==> src/rtl/nibble_denormalizer.sv <==
// Iterative right-shifter: nibble steps in COARSE, then one 0..3-bit step in FINE.
// Define DENORMALIZER_STICKY_EN to build the lost-bit (sticky) accumulator.
module nibble_denormalizer #(
  parameter int DATA_WIDTH = 32
) (
  input  logic                          clk_i,
  input  logic                          rst_i,
  input  logic [DATA_WIDTH-1:0]         operand_i,
  input  logic [$clog2(DATA_WIDTH)-1:0] shift_i,
  input  logic                          valid_i,
  output logic                          ready_o,
  output logic [DATA_WIDTH-1:0]         result_o,
  output logic                          sticky_o,
  output logic                          valid_o
);

  localparam int SW = $clog2(DATA_WIDTH);

  localparam logic [1:0] S_IDLE   = 2'd0;
  localparam logic [1:0] S_COARSE = 2'd1;
  localparam logic [1:0] S_FINE   = 2'd2;
  localparam logic [1:0] S_DONE   = 2'd3;

  localparam logic [SW-3:0] NIB_ONE = 1;

  if (DATA_WIDTH != 32 && DATA_WIDTH != 24) begin : g_bad_width
    $error("nibble_denormalizer: DATA_WIDTH must be 32 or 24");
  end

  logic [1:0]            state_q, state_d;
  logic [DATA_WIDTH-1:0] data_q, data_d;
  logic [SW-3:0]         nib_q, nib_d;
  logic [1:0]            fine_q, fine_d;
  logic [DATA_WIDTH-1:0] result_q, result_d;
  logic                  valid_q, valid_d;

`ifdef DENORMALIZER_STICKY_EN
  logic       sticky_q, sticky_d;
  logic       sticky_res_q, sticky_res_d;
  logic [3:0] fine_mask;

  always_comb begin
    fine_mask = 4'b0000;
    case (fine_q)
      2'd1:    fine_mask = 4'b0001;
      2'd2:    fine_mask = 4'b0011;
      2'd3:    fine_mask = 4'b0111;
      default: fine_mask = 4'b0000;
    endcase
  end
`endif

  always_comb begin
    state_d  = state_q;
    data_d   = data_q;
    nib_d    = nib_q;
    fine_d   = fine_q;
    result_d = result_q;
    valid_d  = 1'b0;
`ifdef DENORMALIZER_STICKY_EN
    sticky_d     = sticky_q;
    sticky_res_d = sticky_res_q;
`endif
    case (state_q)
      S_IDLE: begin
        if (valid_i) begin
          data_d  = operand_i;
          nib_d   = shift_i[SW-1:2];
          fine_d  = shift_i[1:0];
`ifdef DENORMALIZER_STICKY_EN
          sticky_d = 1'b0;
`endif
          state_d = (shift_i[SW-1:2] != '0) ? S_COARSE : S_FINE;
        end
      end
      S_COARSE: begin
        data_d = data_q >> 4;
        nib_d  = nib_q - NIB_ONE;
`ifdef DENORMALIZER_STICKY_EN
        sticky_d = sticky_q | (|data_q[3:0]);
`endif
        if (nib_q == NIB_ONE) state_d = S_FINE;
      end
      S_FINE: begin
        // The fine step writes straight into the output register, so DONE only pulses valid.
        data_d   = data_q >> fine_q;
        result_d = data_q >> fine_q;
`ifdef DENORMALIZER_STICKY_EN
        sticky_d     = sticky_q | (|(data_q[3:0] & fine_mask));
        sticky_res_d = sticky_q | (|(data_q[3:0] & fine_mask));
`endif
        state_d = S_DONE;
      end
      default: begin
        valid_d = 1'b1;
        state_d = S_IDLE;
      end
    endcase
  end

  always_ff @(posedge clk_i or posedge rst_i) begin
    if (rst_i) begin
      state_q  <= S_IDLE;
      data_q   <= '0;
      nib_q    <= '0;
      fine_q   <= '0;
      result_q <= '0;
      valid_q  <= 1'b0;
    end else begin
      state_q  <= state_d;
      data_q   <= data_d;
      nib_q    <= nib_d;
      fine_q   <= fine_d;
      result_q <= result_d;
      valid_q  <= valid_d;
    end
  end

`ifdef DENORMALIZER_STICKY_EN
  always_ff @(posedge clk_i or posedge rst_i) begin
    if (rst_i) begin
      sticky_q     <= 1'b0;
      sticky_res_q <= 1'b0;
    end else begin
      sticky_q     <= sticky_d;
      sticky_res_q <= sticky_res_d;
    end
  end

  assign sticky_o = sticky_res_q;
`else
  assign sticky_o = 1'b0;
`endif

  assign ready_o  = (state_q == S_IDLE);
  assign result_o = result_q;
  assign valid_o  = valid_q;

endmodule

==> config.mk <==
export PLATFORM = sky130hd
export DESIGN_NAME = nibble_denormalizer
export DESIGN_NICKNAME = d
export VERILOG_FILES = /design/src/rtl/nibble_denormalizer.sv
export SDC_FILE = /design/constraint.sdc
export NUM_CORES = 1
export LEC_CHECK = 0
export CORE_MARGIN = 2
export CORE_UTILIZATION = 47
export DETAILED_ROUTE_END_ITERATION = 10
export PLACE_DENSITY_LB_ADDON = 0.2
export SYNTH_ARGS = -nofsm -noshare
export SYNTH_HDL_FRONTEND = slang
export SYNTH_SLANG_ARGS = --single-unit
==> constraint.sdc <==
create_clock -name clk_i -period 1.95 [get_ports clk_i]
set_input_delay 0.2925 -clock clk_i [delete_from_list [all_inputs] [get_ports clk_i]]
set_output_delay 0.2925 -clock clk_i [all_outputs]
set_load 0.02 [all_outputs]
-- Yosys cells after proc, flatten, opt, wreduce, memory -nomap -nowiden
Index checks and enable logic that the tools add are counted.
- logic and storage cells: 31
- bits of input ports: 40
- output and inout port bits: 35
- register bits after elaboration: 72
- equality and inequality tests: 5
- multiplexer cells: 9
- add/subtract/negate cells: 1
- shifts and indexed selects: 1
- reductions and logical operators: 9
- operators by type and width (cell ; count):
    32-bit case mux with 3 select lines ; 1
    32-bit two-way mux ; 1
    32-bit by 2-bit right shift with 32-bit output ; 1
    2-bit AND reduction ; 4
    2-bit two-way mux ; 3
    2-bit case mux with 3 select lines ; 1
    3-bit case mux with 2 select lines ; 1
    3-bit nonzero test ; 2
    2-bit inequality test, second input constant ; 2
    3-bit by 1-bit == test with 1-bit output, second input constant ; 1
    3-bit two-way mux ; 1
    3-bit OR reduction ; 1
    3-bit by 1-bit subtractor with 3-bit output, second input constant ; 1
    2-bit by 1-bit == test with 1-bit output, second input constant ; 1
    2-bit == test, second input constant ; 1
    2-bit zero test ; 1
    2-bit nonzero test ; 1
    1-bit two-way mux ; 1

-- Logic depth before layout (Yosys ltp)
Gate-level depths: netlist (run 1).
- depth after elaboration: 4
- gate-level depth with buffers: 9
- gate-level depth less buffers: 6

-- Least setup slack after synthesis (run 1)
No wires, ideal clock.
- path kind: register to register
- start point: register state_q[1]
- end point: register data_q[31]
- data required time: 1.828 ns
- library setup time: 0.122 ns
- buffers on the path: 1
- path slack: 0.192 ns
- arrival: 1.637 ns
- cell stages (with the launch flop): 7
- cells stage by stage: dfrtp_1 -> inv_1 -> ha_1 -> nand2b_2 -> and2b_1 -> buf_2 -> a32o_1
- longest elaborated chain between the ends: 3
- elaborated cells on any way between the ends: 7
- those cells by class: eq/ne: 3; mux: 1; reduce/logical: 3
- RTL lines (element ; RTL line ; text):
    from (decl) ; 30 ; logic [1:0] state_q, state_d;
    from (signal assigned) ; 110 ; state_q <= state_d;
    2-bit zero test * ; n/a ;
    via ready_o ; 11 ; output logic ready_o,
    2-bit inequality test (no line) / 3-bit nonzero test (equally long branches) ; n/a ;
    2-bit AND reduction (no line) ; n/a ;
    to (signal assigned) ; 111 ; data_q <= data_d;
    to (decl) ; 31 ; logic [DATA_WIDTH-1:0] data_q, data_d;
Mark *: on every way through the listed nets, which the timed path passes. The rest lies on a longest branch.
A chain may end at the register's enable or synchronous reset.

-- Final worst setup path (run 1)
- start point: register state_q[1]
- end point: output port ready_o
- longest elaborated chain between the ends: 1
- RTL lines (element ; RTL line ; text):
    2-bit zero test ; 135 ; assign ready_o = (state_q == S_IDLE);
    to (decl) ; 11 ;
Every way passes these cells.

==> reports/results.txt, run 1 <==
run status: complete, no violations
slowest stage cell, crit path: sky130_fd_sc_hd__dfrtp_1
area taken by flip-flops and latches: 0.001803 sq mm
number of endpoints with negative hold slack in the final report: 0
share of total power in sequential cells: 29.4%
area of the mapped netlist: 0.003973 sq mm
sinks on the clock net: 72
final worst path period share: 93.19%
violation count after the first detailed-route iteration: 183
wire length of the first global-routing pass: 16.28 mm
die area: 0.009204 sq mm
CP Class: reg2out
static power due to leakage: 2.220 nW
count of distinct cell types in the synthesized netlist: 39
final non-filler cell total: 612
number of instances in the placed design: 596
Placement Setup Slack: 164.9 ps
share of final-layout standard cells stronger than drive strength 1: 8.679%
sequential cell area fraction in the yosys report: 45.35%
Crit Path Max Fanout: 6
detailed-route via count: 3417
worst min-delay path category: in2async
met1 track demand over resource: 32.04%
GP Congestion: 0.8445
count of yosys warnings during synthesis: 0
switching power share of the total: 43.48%
initial antenna violation count: 0
reported max-cap violation count: 0
footprint of the multi-input gates: 0.001822 sq mm
synthesized netlist net count: 479
part of the total power dissipated in combinational logic: 57.2%
worst setup skew after layout: 5.137 ps
Slew @ Worst Pin: 498.3 ps
largest net degree at the start of global routing: 34
design internal power: 5.453 mW
I/O Buffers: 73
total net switching power: 4.196 mW
met2 demand-to-capacity share in global routing: 36.19%
Power Dens Cells: 1916 mW/mm^2
number of hold buffers added after cts: 0
Worst Path Arrival: 1520 ps
height of the die: 95.94 microns
Startpoint Class: flop
total track usage: 23.12%
total number of placement rows: 33
TritonCTS Buffers: 9
remaining global-route overflow: 0
fraction of post-synthesis cell area in the top cell type by area: 45.35%
DR pass1 iterations: 6
summed negative setup slack over all endpoints: 0 ps
floorplan die width: 95.94 microns
final setup violating endpoints: 0
worst relative slew slack: 66.71%
sum of buffers and inverters on the critical path: 2
layer with the highest usage after global routing: met2
final worst slack: 132.8 ps
part of the total power dissipated in the clock network: 13.4%
DRC Markers: 0
maximum count of clock buffers along a single path: 2
filler instances: 758
Max Transition Viols Final: 0
Critical Path End Type: output pin
starting density of the core: 48.35%
Worst path max stage delay: 450 ps
clock-pin transition on the worst setup and hold timing paths: 70 ps
Antenna Cells: 0
max frequency: 550.3 MHz
met3 Use GR: 4.620%
synthesized netlist cell count: 432
area of the core: 0.008217 sq mm
vias in the first global route: 3360
critical path data required time: 1660 ps
clock network latency to the later pin of the worst-skew pair: 350 ps
worst-case vdd ir drop: 1.059 mV
cell type contributing the most total cell area after synthesis: sky130_fd_sc_hd__dfrtp_1
DP HPWL: 6.803 mm
Area contributors post-synth: sky130_fd_sc_hd__dfrtp_1, sky130_fd_sc_hd__mux2i_1, sky130_fd_sc_hd__o21ai_0
cell type group with the largest total delay on the critical path: buffers and inverters
via density per instance: 5.583
synthesized area per cell: 9.196 sq um
worst setup slack for register-to-register paths: 210 ps
routed len/inst: 16.23 microns
worst hold margin: 321.1 ps
chain of cells forming the critical path: inv_1, ha_1, dlygate4sd2_1
CTS root buf: sky130_fd_sc_hd__clkbuf_8
number of H-tree levels: 3
Final Net Count: 549
WL final: 9.931 mm
most frequent standard cell in the layout excluding fill and tap cells: sky130_fd_sc_hd__clkdlybuf4s50_1
number of nets still failing antenna checks after routing: 0
Layout Area Growth over Synthesis: 26.74%
count of boundary I/O pins: 75
commonest cells after routing, fill and taps aside: sky130_fd_sc_hd__clkdlybuf4s50_1, sky130_fd_sc_hd__dfrtp_1, sky130_fd_sc_hd__nand2_1
Seq cells post-synth: 72
RSZ-0062 raised after global routing: false
crit path time final: 1817 ps
CTS tree: built
state kept, by name, summed over array words and instances, names as in the netlist:
signal	count
data_q	32
result_o	32
nib_q	3
fine_q	2
state_q	2
valid_o	1
path summary, 6_finish.rpt:
check	to	cells past startpoint	from
setup / recovery	ready_o	3	state_q[1]$_DFFE_PP0P_
hold / removal	data_q[5]$_DFFE_PP0P_	2	rst_i
setup reg to reg	data_q[24]$_DFFE_PP0P_	6	state_q[1]$_DFFE_PP0P_
hold reg to reg	data_q[0]$_DFFE_PP0P_	2	data_q[0]$_DFFE_PP0P_
max in group asynchronous	fine_q[0]$_DFFE_PP0P_	3	rst_i
min in group clk_i	data_q[0]$_DFFE_PP0P_	2	data_q[0]$_DFFE_PP0P_
kinds of logic (layout without fill, tap and decap cells):
kind of cell	after synthesis	count (layout)	share of synthesized area, %
other	1	1	0.09440
and+or+nand+nor	106	106	12.60
AOI/OAI and AO/OA	139	139	21.45
adders and majority gates	7	7	2.205
muxes	37	37	9.449
DFF	72	72	45.35
buffers and inverters	70	145	8.850
layer usage:
layer	wire (microns)	part of all wire, %
met3	473	4.8
met5	0	0
met2	4725	48
met1	4598	46
met4	134	1.3
worst register-to-register path, stage by stage (launching register included):
cell	delay (ps)
sky130_fd_sc_hd__dfrtp_1	450
sky130_fd_sc_hd__ha_1	250
sky130_fd_sc_hd__nand2b_2	200
sky130_fd_sc_hd__buf_12	220
sky130_fd_sc_hd__o22a_1	240
sky130_fd_sc_hd__and3_1	170
sky130_fd_sc_hd__o21ai_1	140
synth_stat cells:
master,instances
sky130_fd_sc_hd__dfrtp_1,72
sky130_fd_sc_hd__nand2_1,63
sky130_fd_sc_hd__o21ai_0,60
sky130_fd_sc_hd__inv_1,38
sky130_fd_sc_hd__mux2i_1,33
sky130_fd_sc_hd__o21ai_1,30
sky130_fd_sc_hd__o22a_1,29
sky130_fd_sc_hd__and3_1,28
sky130_fd_sc_hd__clkbuf_1,14
sky130_fd_sc_hd__buf_2,8
sky130_fd_sc_hd__ha_1,7
sky130_fd_sc_hd__a21oi_1,5
sky130_fd_sc_hd__buf_4,4
sky130_fd_sc_hd__mux2_2,4
sky130_fd_sc_hd__nand3_1,4
sky130_fd_sc_hd__buf_12,3
sky130_fd_sc_hd__nor2_1,3
sky130_fd_sc_hd__o31ai_1,3
sky130_fd_sc_hd__buf_6,2
sky130_fd_sc_hd__nand2b_2,2
sky130_fd_sc_hd__o22ai_1,2
sky130_fd_sc_hd__a211oi_1,1
sky130_fd_sc_hd__a211oi_2,1
sky130_fd_sc_hd__a21o_1,1
sky130_fd_sc_hd__a22oi_1,1
sky130_fd_sc_hd__a31o_2,1
sky130_fd_sc_hd__a32o_1,1
sky130_fd_sc_hd__and2b_1,1
sky130_fd_sc_hd__buf_1,1
sky130_fd_sc_hd__conb_1,1
sky130_fd_sc_hd__nand2b_1,1
sky130_fd_sc_hd__nand3b_1,1
sky130_fd_sc_hd__nor2b_1,1
sky130_fd_sc_hd__nor3_1,1
sky130_fd_sc_hd__nor3b_1,1
sky130_fd_sc_hd__o211ai_1,1
sky130_fd_sc_hd__o221ai_1,1
sky130_fd_sc_hd__o31a_1,1
sky130_fd_sc_hd__o41ai_1,1
power by group through the flow:
stage / clock, mW / sequential (mW) / combinational (mW)
after global placement: 0 / 2.84 / 5.34
after floorplan: 0 / 3.08 / 3.62
after global routing: 1.36 / 2.95 / 6.12
after detailed placement: 0 / 2.85 / 5.51
final: 1.29 / 2.84 / 5.52
after CTS: 1.31 / 2.83 / 5.53
stage by stage:
step           instance area [sq um]  utilization [%]  power (mW)
2_1_floorplan                   3976                -       6.708
3_3_place_gp                    4816            58.61       8.181
3_5_place_dp                    4816            58.61       8.354
4_1_cts                         5032            61.25       9.669
5_1_grt                         5035            61.28       10.42
6_report                        5035            61.28       9.649
final cells by class:
type	instances	area share, %
clock buffers	14	3.628
clock inverters	2	0.6958
inverters	38	2.908
multi-input cells	290	36.18
flip-flops and latches	72	35.81
well taps	105	2.609
repair buffers	91	18.17
timing repair:
item	4_1_cts	5_1_grt
gates cloned	0	0
pin swaps	0	0
setup endpoints to repair	1	1
resized for setup	1	1
setup buffers	0	0
No activity file was read; power rests on OpenSTA's default activity.
==> run 2: changes to the inputs <==
--- a/config.mk
+++ b/config.mk
@@ -8,7 +8,9 @@
 export CORE_MARGIN = 2
 export CORE_UTILIZATION = 47
 export DETAILED_ROUTE_END_ITERATION = 10
+export GPL_ROUTABILITY_DRIVEN = 0
 export PLACE_DENSITY_LB_ADDON = 0.2
+export SLEW_MARGIN = 20
 export SYNTH_ARGS = -nofsm -noshare
 export SYNTH_HDL_FRONTEND = slang
 export SYNTH_SLANG_ARGS = --single-unit
==> results of run 2 <==
The final DEF is identical to that of run 1; final timing and power are the same.
==> run 3: changes to the inputs <==
--- a/config.mk
+++ b/config.mk
@@ -9,6 +9,7 @@
 export CORE_UTILIZATION = 47
 export DETAILED_ROUTE_END_ITERATION = 10
 export GPL_ROUTABILITY_DRIVEN = 0
+export GPL_TIMING_DRIVEN = 0
 export PLACE_DENSITY_LB_ADDON = 0.2
 export SLEW_MARGIN = 20
 export SYNTH_ARGS = -nofsm -noshare
==> run 3 against run 2 <==
Setup slack worse by 52 ps. Clock skew is 5.7 ps higher. Sequential power barely moved.
==> reports/results.txt, run 3 (synthesis results as in run 1) <==
run status: complete, no violations
post-route cell area: 0.005062 sq mm (+0.55%)
footprint of the multi-input gates: 0.001822 sq mm (unchanged)
detailed-route via count: 3465 (+1.4%)
total track usage: 24.38% (+1.3 points)
Worst path max stage delay: 450 ps (about the same)
I/O Buffers: 73 (unchanged)
length in cells of the worst reg-to-reg path: 7 (+1)
placed instance area: 0.004878 sq mm (+1.3%)
Antenna Cells: 0 (unchanged)
clock network latency to the later pin of the worst-skew pair: 350 ps (about the same)
Startpoint Class: flop
max frequency: 535.1 MHz (-2.8%)
Crit Path Max Fanout: 9 (+3)
number of H-tree levels: 3 (unchanged)
DR pass1 iterations: 5 (-1)
clock-pin transition on the worst setup and hold timing paths: 80 ps (about the same)
Slew @ Worst Pin: 510.2 ps (+11.94 ps)
DP HPWL: 7.497 mm (+10%)
area of the core: 0.008217 sq mm (unchanged)
number of instances in the placed design: 612 (+2.7%)
commonest cells after routing, fill and taps aside: sky130_fd_sc_hd__clkdlybuf4s50_1, sky130_fd_sc_hd__dfrtp_1, sky130_fd_sc_hd__nand2_1
CTS root buf: sky130_fd_sc_hd__clkbuf_8
crit path time final: 1869 ps (+51.72 ps)
remaining global-route overflow: 0 (unchanged)
worst min-delay path category: in2async
critical path data required time: 1660 ps (about the same)
reported max-cap violation count: 0 (unchanged)
total number of placement rows: 33 (unchanged)
sinks on the clock net: 72 (unchanged)
wire length of the first global-routing pass: 17.22 mm (+5.8%)
height of the die: 95.94 microns (unchanged)
initial antenna violation count: 0 (unchanged)
violation count after the first detailed-route iteration: 179 (-2.2%)
TritonCTS Buffers: 9 (unchanged)
share of final-layout standard cells stronger than drive strength 1: 9.924% (+1.2 points)
DRC Markers: 0 (unchanged)
final non-filler cell total: 629 (+2.8%)
sum of internal, switching and leakage power: 9.664 mW (+0.16%)
chain of cells forming the critical path: inv_1, ha_2, dlygate4sd2_1
static power due to leakage: 2.241 nW (+0.98%)
worst relative slew slack: 65.99% (-0.73 points)
area taken by flip-flops and latches: 0.001803 sq mm (unchanged)
via density per instance: 5.509 (-1.3%)
Critical Path End Type: output pin
Max Transition Viols Final: 0 (unchanged)
WL final: 10.32 mm (+3.9%)
number of nets still failing antenna checks after routing: 0 (unchanged)
Final Net Count: 566 (+3.1%)
filler instances: 727 (-4.1%)
CTS tree: built
maximum count of clock buffers along a single path: 2 (unchanged)
Layout Area Growth over Synthesis: 27.43%
largest net degree at the start of global routing: 32 (-5.9%)
Worst Path Arrival: 1580 ps (+60 ps)
final worst path period share: 95.84% (+2.7 points)
vias in the first global route: 3476 (+3.5%)
final setup violating endpoints: 0 (unchanged)
slowest stage cell, crit path: sky130_fd_sc_hd__dfrtp_1
worst setup skew after layout: 10.83 ps (+5.697 ps)
count of boundary I/O pins: 75 (unchanged)
CP Class: reg2out
RSZ-0062 raised after global routing: true
Power Dens Cells: 1909 mW/mm^2 (-0.39%)
starting density of the core: 48.35% (unchanged)
number of endpoints with negative hold slack in the final report: 0 (unchanged)
die area: 0.009204 sq mm (unchanged)
most frequent standard cell in the layout excluding fill and tap cells: sky130_fd_sc_hd__clkdlybuf4s50_1
worst-case vdd ir drop: 1.062 mV (+0.25%)
floorplan die width: 95.94 microns (unchanged)
routed len/inst: 16.41 microns (+1.1%)
-- run 3: changes by cell type in the layout (fill, tap and decap cells not counted) --
| cell | before | now |
|---|---|---|
| sky130_fd_sc_hd__buf_2 | 0 | 9 |
| sky130_fd_sc_hd__buf_4 | 14 | 5 |
| sky130_fd_sc_hd__clkbuf_1 | 1 | 10 |
| sky130_fd_sc_hd__clkbuf_2 | 0 | 6 |
| sky130_fd_sc_hd__clkbuf_8 | 13 | 10 |
| sky130_fd_sc_hd__clkinv_2 | 1 | 4 |
| sky130_fd_sc_hd__buf_6 | 0 | 2 |
| sky130_fd_sc_hd__buf_12 | 4 | 5 |
| sky130_fd_sc_hd__bufinv_16 | 1 | 0 |
-- run 3: what timing repair did --
action / in CTS / in global routing
hold buffers: 0 / 0
resized for setup: 3 / 13
buffers inserted: 0 / 1
setup endpoints to repair: 11 / 27
pin swaps: 0 / 0
-- run 3: layout make-up --
cell class              count  area share (%)
inverters                  38           2.892
well taps                 105           2.595
multi-input cells         290           35.99
flip-flops and latches     72           35.62
clock inverters             4          0.3955
clock buffers              12           2.867
repair buffers             76           15.35
plain buffers              32           4.301
-- run 3: where the power goes --
part	switching (mW)	total (mW)	internal, mW
combinational	3.20	5.76	2.56
sequential	0.604	2.86	2.25
clock	0.555	1.04	0.489
-- run 3: stage by stage --
| stage | TNS, ps | utilization [%] | hold slack (ps) | setup WS [ps] |
|---|---|---|---|---|
| finish | 0 | 61.61 | 277.0 | 81.07 |
| global route | -3.572 | 61.61 | 317.8 | -3.572 |
| CTS | 0 | 61.41 | 288.4 | 34.58 |
| detailed placement | -1505 | 59.37 | 497.6 | -213.0 |
| global placement | -3224 | 58.89 | 475.4 | -134.2 |
| floorplan | 0 | - | 442.9 | 191.9 |
-- run 3: metal layers --
layer  track usage, %  vias to the layer above  wire [microns]
met5                0                        -               0
met4            9.167                        0             182
met3            3.524                       14             454
met2            39.28                      103            4901
met1            33.42                     1663            4780
li1                 -                     1685               -
-- run 3: path summary, 6_finish.rpt --
check,start,slack [ps],endpoint
worst max-delay path,state_q[1]$_DFFE_PP0P_,80,ready_o
worst min-delay path,rst_i,280,result_o[8]$_DFFE_PP0N_
worst max register to register,state_q[1]$_DFFE_PP0P_,120,state_q[0]$_DFFE_PP0P_
worst min register to register,data_q[0]$_DFFE_PP0P_,510,data_q[0]$_DFFE_PP0P_
max in group asynchronous,rst_i,960,state_q[0]$_DFFE_PP0P_
min in group clk_i,data_q[0]$_DFFE_PP0P_,510,data_q[0]$_DFFE_PP0P_
-- run 3: worst max-delay path, delay by kind of cell (launching register included) --
kind,cells,cell delay (ps)
buffers and inverters,2,490
flip-flops,1,450
adder cells (fa/ha/maj),1,290
